[src/rtl/ts_pkg.sv]
// Shared constants, encodings and field layout for receive-side training-sequence handling.
// Imported by the TS decoder, the per-lane monitor and the lane deskew logic.
package ts_pkg;

  localparam logic [7:0] COM    = 8'hBC;
  localparam logic [7:0] PAD    = 8'hF7;
  localparam logic [7:0] TS1_ID = 8'h4A;
  localparam logic [7:0] TS2_ID = 8'h45;

  localparam int LINK_BYTE  = 1;
  localparam int LANE_BYTE  = 2;
  localparam int NFTS_BYTE  = 3;
  localparam int RATE_BYTE  = 4;
  localparam int CTL_BYTE   = 5;
  localparam int ID_FIRST   = 6;
  localparam int ID_LAST    = 15;

  typedef enum logic [1:0] {
    TS_NONE = 2'b00,
    TS_ONE  = 2'b01,
    TS_TWO  = 2'b10,
    TS_BAD  = 2'b11
  } ts_kind_e;

  typedef enum logic {
    ST_IDLE,
    ST_TRACK
  } mon_state_e;

  typedef struct packed {
    logic [7:0] link_num;
    logic [7:0] lane_num;
    logic [7:0] nfts;
    logic [7:0] rate_id;
    logic [7:0] train_ctl;
  } ts_fields_t;

  function automatic logic [7:0] get_byte(input logic [127:0] ts, input int idx);
    return ts[8*idx +: 8];
  endfunction

endpackage

[src/rtl/ts_decode.sv]
// Combinational TS classifier: TS1/TS2/invalid from COM and identifier bytes,
// plus extraction of the link, lane, N_FTS, rate and control fields.
module ts_decode
  import ts_pkg::*;
(
  input  logic [127:0] ts,
  output ts_kind_e     kind,
  output ts_fields_t   fields
);

  logic all_ts1;
  logic all_ts2;

  // Identifier bytes must be uniform across the whole tail for a type match
  always_comb begin
    all_ts1 = 1'b1;
    all_ts2 = 1'b1;
    for (int k = ID_FIRST; k <= ID_LAST; k++) begin
      if (get_byte(ts, k) != TS1_ID) all_ts1 = 1'b0;
      if (get_byte(ts, k) != TS2_ID) all_ts2 = 1'b0;
    end
  end

  always_comb begin
    kind = TS_BAD;
    if (get_byte(ts, 0) == COM) begin
      if (all_ts1)      kind = TS_ONE;
      else if (all_ts2) kind = TS_TWO;
    end
  end

  assign fields.link_num  = get_byte(ts, LINK_BYTE);
  assign fields.lane_num  = get_byte(ts, LANE_BYTE);
  assign fields.nfts      = get_byte(ts, NFTS_BYTE);
  assign fields.rate_id   = get_byte(ts, RATE_BYTE);
  assign fields.train_ctl = get_byte(ts, CTL_BYTE);

endmodule

[src/rtl/ts_rx_monitor.sv]
// Per-lane receive TS monitor: tracks consecutive identical TSs against a held
// reference, flags TS1/TS2 qualification and an idle-gap timeout for the LTSSM.
module ts_rx_monitor
  import ts_pkg::*;
#(
  parameter int CNT_TARGET     = 8,
  parameter int CNT_W          = 8,
  parameter int TIMEOUT_CYCLES = 1024
) (
  input  logic             clk,
  input  logic             rst,
  input  logic             clr,
  input  logic [127:0]     ts_i,
  input  logic             ts_i_vld,
  output logic [1:0]       ts_type,
  output logic [CNT_W-1:0] ts_cnt,
  output logic             ts1_hit,
  output logic             ts2_hit,
  output logic [7:0]       link_num,
  output logic [7:0]       lane_num,
  output logic [7:0]       nfts,
  output logic [7:0]       rate_id,
  output logic [7:0]       train_ctl,
  output logic             link_pad,
  output logic             lane_pad,
  output logic             bad_ts,
  output logic             gap_timeout
);

  localparam int GAP_W = (TIMEOUT_CYCLES > 0) ? $clog2(TIMEOUT_CYCLES + 1) : 1;
  localparam logic [GAP_W-1:0] GAP_MAX = GAP_W'(TIMEOUT_CYCLES);
  localparam logic [CNT_W-1:0] CNT_MAX = '1;
  localparam logic [CNT_W-1:0] CNT_TGT = CNT_W'(CNT_TARGET);

  ts_kind_e   dec_kind;
  ts_fields_t dec_fields;

  mon_state_e       state_q, state_d;
  ts_kind_e         kind_q, kind_d;
  ts_fields_t       fields_q, fields_d;
  logic [CNT_W-1:0] cnt_q, cnt_d;
  logic [GAP_W-1:0] gap_q, gap_d;
  logic             bad_q, bad_d;
  logic             tmo_q, tmo_d;
  logic             match;

  ts_decode u_decode (
    .ts     (ts_i),
    .kind   (dec_kind),
    .fields (dec_fields)
  );

  // The held type and captured fields double as the comparison reference
  assign match = (dec_kind == kind_q) && (dec_fields == fields_q);

  always_ff @(posedge clk or negedge rst) begin
    if (!rst) begin
      state_q  <= ST_IDLE;
      kind_q   <= TS_NONE;
      fields_q <= '0;
      cnt_q    <= '0;
      gap_q    <= '0;
      bad_q    <= 1'b0;
      tmo_q    <= 1'b0;
    end else begin
      state_q  <= state_d;
      kind_q   <= kind_d;
      fields_q <= fields_d;
      cnt_q    <= cnt_d;
      gap_q    <= gap_d;
      bad_q    <= bad_d;
      tmo_q    <= tmo_d;
    end
  end

  // Priority: clr, then a received TS, then idle-gap accounting
  always_comb begin
    state_d  = state_q;
    kind_d   = kind_q;
    fields_d = fields_q;
    cnt_d    = cnt_q;
    gap_d    = gap_q;
    bad_d    = 1'b0;
    tmo_d    = 1'b0;
    if (clr) begin
      state_d = ST_IDLE;
      kind_d  = TS_NONE;
      cnt_d   = '0;
      gap_d   = '0;
    end else if (ts_i_vld) begin
      gap_d = '0;
      if (dec_kind == TS_BAD) begin
        state_d = ST_IDLE;
        kind_d  = TS_BAD;
        cnt_d   = '0;
        bad_d   = 1'b1;
      end else if (state_q == ST_TRACK && match) begin
        if (cnt_q != CNT_MAX) cnt_d = cnt_q + 1'b1;
      end else begin
        state_d  = ST_TRACK;
        kind_d   = dec_kind;
        fields_d = dec_fields;
        cnt_d    = {{(CNT_W-1){1'b0}}, 1'b1};
      end
    end else if (TIMEOUT_CYCLES != 0 && gap_q != GAP_MAX) begin
      gap_d = gap_q + 1'b1;
      if (gap_d == GAP_MAX && state_q == ST_TRACK) begin
        state_d = ST_IDLE;
        kind_d  = TS_NONE;
        cnt_d   = '0;
        tmo_d   = 1'b1;
      end
    end
  end

  assign ts_type     = kind_q;
  assign ts_cnt      = cnt_q;
  assign ts1_hit     = (kind_q == TS_ONE) && (cnt_q >= CNT_TGT);
  assign ts2_hit     = (kind_q == TS_TWO) && (cnt_q >= CNT_TGT);
  assign link_num    = fields_q.link_num;
  assign lane_num    = fields_q.lane_num;
  assign nfts        = fields_q.nfts;
  assign rate_id     = fields_q.rate_id;
  assign train_ctl   = fields_q.train_ctl;
  assign link_pad    = (fields_q.link_num == PAD);
  assign lane_pad    = (fields_q.lane_num == PAD);
  assign bad_ts      = bad_q;
  assign gap_timeout = tmo_q;

endmodule

[config.mk]
export PLATFORM = sky130hd
export DESIGN_NAME = ts_rx_monitor
export DESIGN_NICKNAME = d
export VERILOG_FILES = /design/src/rtl/ts_pkg.sv /design/src/rtl/ts_decode.sv /design/src/rtl/ts_rx_monitor.sv
export SDC_FILE = /design/constraint.sdc
export NUM_CORES = 1
export LEC_CHECK = 0
export ABC_AREA = 1
export CORE_ASPECT_RATIO = 1.1
export CORE_MARGIN = 10
export CORE_UTILIZATION = 30
export CTS_CLUSTER_DIAMETER = 40
export DETAILED_ROUTE_END_ITERATION = 6
export HOLD_SLACK_MARGIN = 0.02
export PLACE_DENSITY_LB_ADDON = 0.15
export SYNTH_ARGS = -nofsm -noshare
export SYNTH_HDL_FRONTEND = slang
export SYNTH_SLANG_ARGS = --single-unit
[constraint.sdc]
create_clock -name clk -period 2.65 [get_ports clk]
set_input_delay 0.53 -clock clk [delete_from_list [all_inputs] [get_ports clk]]
set_output_delay 0.53 -clock clk [all_outputs]
set_load 0.005 [all_outputs]
# Yosys cells after proc, flatten, opt, wreduce, memory -nomap -nowiden
# Cells that the tools add are included.
[totals] ff_bits=64 inputBits=132 out_inout_bits=56 word_cells=112
[op_classes] addsub=2 magnitude_cmp=1 n_eq_ne=33 muxes=52 bitwise_logic=3 n_reduce_logical=10
[op_table] operator="$ne 8x7->1 const B" n=20
[op_table] operator="$mux 8" n=7
[op_table] operator="$eq 40x40->1" n=1
[op_table] operator="$mux 1" n=34
[op_table] operator="$mux 11" n=3
[op_table] operator="$eq 8x8->1 const B" n=3
[op_table] operator="$mux 2" n=8
[op_table] operator="$add 11x1->11 const B" n=1
[op_table] operator="$eq 11x11->1 const B" n=1
[op_table] operator="$ne 11x11->1 const B" n=1
[op_table] operator="$add 8x1->8 const B" n=1
[op_table] operator="$ge 8x4->1 const B" n=1
[op_table] operator="$ne 8x8->1 const B" n=1
[op_table] operator="$reduce_and 3->1" n=2
[op_table] operator="$reduce_bool 3->1" n=2
[op_table] operator="$logic_and 1x1->1" n=5
[op_table] operator="$ne 5x4->1 const B" n=1
[op_table] operator="$eq 2x2->1 const B" n=2
[op_table] operator="$ne 4x4->1 const B" n=1
[op_table] operator="$reduce_and 4->1" n=1
[op_table] operator="$not 1->1" n=3
[op_table] operator="$eq 2x1->1 const B" n=1
[op_table] operator="$eq 2x2->1" n=1

# Depth between registers and ports, before layout
[depth] ltp_word=21 depth_mapped=17 ltp_nobuf=16

# Cells and area by module
# Synthesis repeated with hierarchy kept, for this count alone.
[hier_totals] cells_unflattened=734 area_unflattened_um2=4684.5
[by_module_without_submodules] module="ts_rx_monitor" instances=1 cells_per_inst=536 area_each_um2=3749.8 seq_area_each_um2=1601.5
[by_module_without_submodules] module="ts_decode" instances=1 cells_per_inst=198 area_each_um2=934.6 seq_area_each_um2=0.0

# Worst setup path after synthesis
# Ideal clock, no wire load.
[synth_timing] kind="input-to-reg" from="input port ts_i[93]" to="register fields_q (netlist bit link_num[5])" setup_time_ps=126 arrival_ps=1834 required_ps=2524 slack_ps=690 stages=14 path_buffers=2 path_cell_list="nor2_1 -> inv_1 -> nor2_1 -> nand2_1 -> nor2_1 -> nand2_1 -> nor2_2 -> nand2_1 -> a21oi_2 -> buf_4 -> nand2_4 -> buf_2 -> nand2_1 -> o21ai_0"
[synth_between] elab_chain_cells=14 elab_cells_between_ends=22 cone_classes="4 x eq/ne; 13 x mux; 2 x bitwise; 3 x reduce/logical"
[synth_rtl] element="start: declaration" line_no="ts_rx_monitor.sv:13" rtl="input logic [127:0] ts_i,"
[synth_rtl] element="$ne 8x7->1" line_no="ts_decode.sv:20" rtl="if (get_byte(ts, k) != TS2_ID) all_ts2 = 1'b0;"
[synth_rtl] element="$mux 1 (5 in series)" line_no="ts_decode.sv:20"
[synth_rtl] element="$mux 1" line_no="ts_decode.sv:28" rtl="else if (all_ts2) kind = TS_TWO;"
[synth_rtl] element="$mux 2 (*)" line_no="ts_decode.sv:27" rtl="if (all_ts1) kind = TS_ONE;"
[synth_rtl] element="$mux 2 (*)" line_no="ts_decode.sv:26" rtl="if (get_byte(ts, 0) == COM) begin"
[synth_rtl] element="$eq 2x2->1" line_no="ts_rx_monitor.sv:54" rtl="assign match = (dec_kind == kind_q) && (dec_fields == fields_q);"
[synth_rtl] element="$logic_and 1x1->1" line_no="ts_rx_monitor.sv:54"
[synth_rtl] element="$logic_and 1x1->1" line_no="ts_rx_monitor.sv:97" rtl="end else if (state_q == ST_TRACK && match) begin"
[synth_rtl] element="$not 1->1 (no source line)"
[synth_rtl] element="$reduce_and 4->1 (no source line) (*)"
[synth_rtl] element="end signal: assignment" line_no="ts_rx_monitor.sv:68" rtl="fields_q <= fields_d;"
[synth_rtl] element="end: declaration" line_no="ts_rx_monitor.sv:40" rtl="ts_fields_t fields_q, fields_d;"
# Every way passes the cells marked *; elsewhere a longest branch is shown, timed or not.
# A chain may end at the register's enable or synchronous reset.

# Worst setup path after layout
[layout_timing] from="input port ts_i[48]" to="register state_q"
[layout_between] elab_chain_cells=19 elab_cells_between_ends=34 cone_classes="5 x eq/ne; 26 x mux; 3 x reduce/logical"
[layout_rtl] element="$ne 8x7->1" line_no="ts_decode.sv:20"
[layout_rtl] element="$mux 1 (10 in series)" line_no="ts_decode.sv:20"
[layout_rtl] element="$mux 1" line_no="ts_decode.sv:28"
[layout_rtl] element="$mux 2 (*)" line_no="ts_decode.sv:27"
[layout_rtl] element="$mux 2 (*)" line_no="ts_decode.sv:26"
[layout_rtl] element="$eq 2x2->1" line_no="ts_rx_monitor.sv:54"
[layout_rtl] element="$logic_and 1x1->1" line_no="ts_rx_monitor.sv:54"
[layout_rtl] element="$logic_and 1x1->1" line_no="ts_rx_monitor.sv:97"
[layout_rtl] element="$ne 4x4->1 (no source line)"
[layout_rtl] element="$reduce_and 3->1 (no source line)"
[layout_rtl] element="end signal: assignment" line_no="ts_rx_monitor.sv:66" rtl="state_q <= state_d;"
[layout_rtl] element="end: declaration" line_no="ts_rx_monitor.sv:38" rtl="mon_state_e state_q, state_d;"
# Marked as above.

==> impl_metrics.tcl <==
set metrics [dict create \
    drt_iter0_drc 154 \
    finalCriticalPeriod_ps 2330 \
    synthFlopType "dfrtp_1" \
    synth_top_area_frac 0.347 \
    areaGrowthSynthToFinish_pct 54.7 \
    finalCritPeriodShare 0.878 \
    worstSetupEndpoint "state_q" \
    drcViolationCount 0 \
    cts_buffer_depth 2 \
    cts_resized 0 \
    synth_area_leaders "dfrtp_1, nand2_1, inv_1" \
    cts_hold_buf 0 \
    synth-seq-cells 64 \
    antennaDiodeCount 0 \
    cts_setup_buffers 0 \
    yosysWarnings 0 \
    dpl_worst_slack_ps -57.0 \
    antenna_found_initial 0 \
    h-tree-depth 3 \
    post_drt_wl_per_cell_um 13.2 \
    io_buffers 187 \
    worst_pin_slew_ps 461 \
    critPathArrivalTime_ps 2570 \
    vdd_drop_max_v 0.000263 \
    relSlewSlack 0.693 \
    r2r_start "gap_q[0]" \
    cts_made_buffers 9 \
    drive_above_1_share 0.0731 \
    hold_violations 0 \
    slew_violations 0 \
    end_kind "flip-flop" \
    drtPass1Iterations 4 \
    min_path_type "input pin to async pin" \
    worstSetupPathType "input pin to flip-flop" \
    grt_first_pass_wirelength_um 24100 \
    clock.fmax_ghz 0.430 \
    crit_buf_inv 6 \
    via_per_inst 4.25 \
    final_core_util 0.474 \
    rows 47 \
    initial_core_util 0.307 \
    synth_cells 728 \
    yosysSeqAreaShare 0.347 \
    die_area_um2 20700 \
    grt_max_degree 48 \
    r2r_cells 12 \
    synth_edf_count 0 \
    synth-async-reset-ratio 1.00 \
    clk_latency_ps 330 \
    cp-start-kind "input pin" \
    cts.sinks 64 \
    r2r_end "state_q" \
    cts_tree "built" \
    power.leakage_nw 3.36 \
    fin_area_um2 7140 \
    layout_setup_ws_ps 323 \
    grt_pass1_vias 4883 \
    status "finished clean" \
    wl_um 15100 \
    cp.depth 16 \
    synth_area_um2 4610 \
    cp.required_ps 2890 \
    clkTransAtPathRegs_ps 50 \
    avgSynthCellArea_um2 6.34 \
    coreArea_um2 15100 \
    slowest_stage "clkdlybuf4s50_1" \
    layout_commonest_cell "nand2_1" \
    num_io_pins 188 \
    root_buffer "clkbuf_16" \
    yosys.area.top_type "dfrtp_1" \
    crit_family "buffers and inverters" \
    final_net_count 1077 \
    grt_setup_unrepaired "false" \
    setup_violations 0 \
    place_area_um2 6870 \
    ant_nets 0 \
    cpPeakStageDelay_ps 450 \
    grt_use_total 0.142 \
    maxCapViolCount 0 \
    routabilityCongestion 0.785 \
    crit_start "ts_i[48]" \
    vias 4843 \
    crit_fanout 6 \
    synth_nets 865 \
    pwr_density_cell_nw_per_um2 347 \
    clock_skew_ps 6.96 \
    grt-ovfl-total 0 \
    worstPathCellList "clkdlybuf4s50_1, inv_1, nor2_1, nand2_1, nor2_1, buf_4, nand3_1, nor2_1, nand3_1, nand2_1, clkinv_1, buf_4, nand4_2, nand2_4, buf_4, a21boi_0" \
    holdWs_ps 152 \
    die_w_um 138 \
    die_h_um 150 \
    yosysUniqueCellTypes 35 \
    mostFrequentLayoutCells "nand2_1, clkdlybuf4s50_1, inv_1, nor2_1, dfrtp_1" \
    dp.final_hpwl_um 12800 \
    ff2ff_setup_slack_ps 530 \
]
## registers in the layout (all words and copies together) (netlist names)
signal	count
bad_ts	1
gap_q	11
gap_timeout	1
lane_num	8
link_num	8
nfts	8
rate_id	8
state_q	1
train_ctl	8
ts_cnt	8
ts_type	2
## synthesized netlist by cell type (3+ instances only)
cell type / count
xor2_1: 6
inv_1: 135
ha_1: 5
or2_2: 6
buf_2: 5
dfrtp_1: 64
nand2_1: 227
nand4_1: 21
xnor2_1: 13
buf_6: 4
nor2_2: 3
o21ai_1: 11
nor2_1: 124
o21ai_0: 18
nand2_4: 4
nand3_1: 55
## routing by layer
layer | up-vias | track usage | part of all wire
li1 | 2623 | - | -
met1 | 2060 | 0.160 | 0.43
met2 | 148 | 0.236 | 0.46
met3 | 12 | 0.0612 | 0.099
met4 | 0 | 0.0506 | 0.013
met5 | - | 0 | 0
## worst min-delay path by stage
| stage | startpoint | end | slack (ps) | cells after the start |
|---|---|---|---|---|
| final | rst | gap_q[7] | 150 | 1 |
| after global routing | rst | gap_q[9] | 180 | 1 |
| after CTS | rst | gap_q[7] | 160 | 1 |
| after detailed placement | rate_id[4] | rate_id[4] | 490 | 2 |
| after global placement | nfts[6] | nfts[6] | 480 | 2 |
| after floorplan | rst | bad_ts | 230 | 0 |
## worst reg2reg max path, cell delays in order (launching register included)
cell,delay (ps)
dfrtp_1,410
ha_1,220
nand3_2,140
nor2_4,140
inv_1,60
o21ai_1,230
nand3_1,110
nor2_1,120
nand3_2,110
nand2_4,120
nand2_4,70
buf_4,160
a21boi_0,160
## stage by stage
| stage | total power [W] | std cells | setup TNS, ps |
|---|---|---|---|
| final | 0.00248 | 1140 | 0 |
| after global routing | 0.00259 | 1140 | 0 |
| after CTS | 0.00251 | 1140 | 0 |
| after detailed placement | 0.00140 | 1125 | -328 |
| after global placement | 0.00140 | 1125 | -242 |
| after floorplan | 0.00112 | 728 | 0 |
## cell families after synthesis
kind of cell,after synthesis,share of synthesized area
xor gates and xnor gates,21,0.0431
DFF,64,0.347
AOI/OAI and AO/OA,37,0.0447
adders and majority gates,5,0.0136
and+or+nand+nor,453,0.422
buffers and inverters,148,0.130
## cell type report
| class | instances | area, µm² |
|---|---|---|
| clock buffers | 12 | 256 |
| repair buffers | 212 | 2090 |
| flip-flops and latches | 64 | 1600 |
| inverters | 137 | 514 |
| multi-input cells | 516 | 2410 |
| well taps | 196 | 245 |
| clock inverters | 3 | 17.5 |
| fillers | 1638 | 7910 |
## where the power goes
group	switching, W	internal, W	total [W]
logic	0.000156	0.000236	0.000392
clock network	0.000421	0.000675	0.00110
registers	0.00000578	0.000983	0.000989
Note: power is estimated with default switching activity, not from simulation.
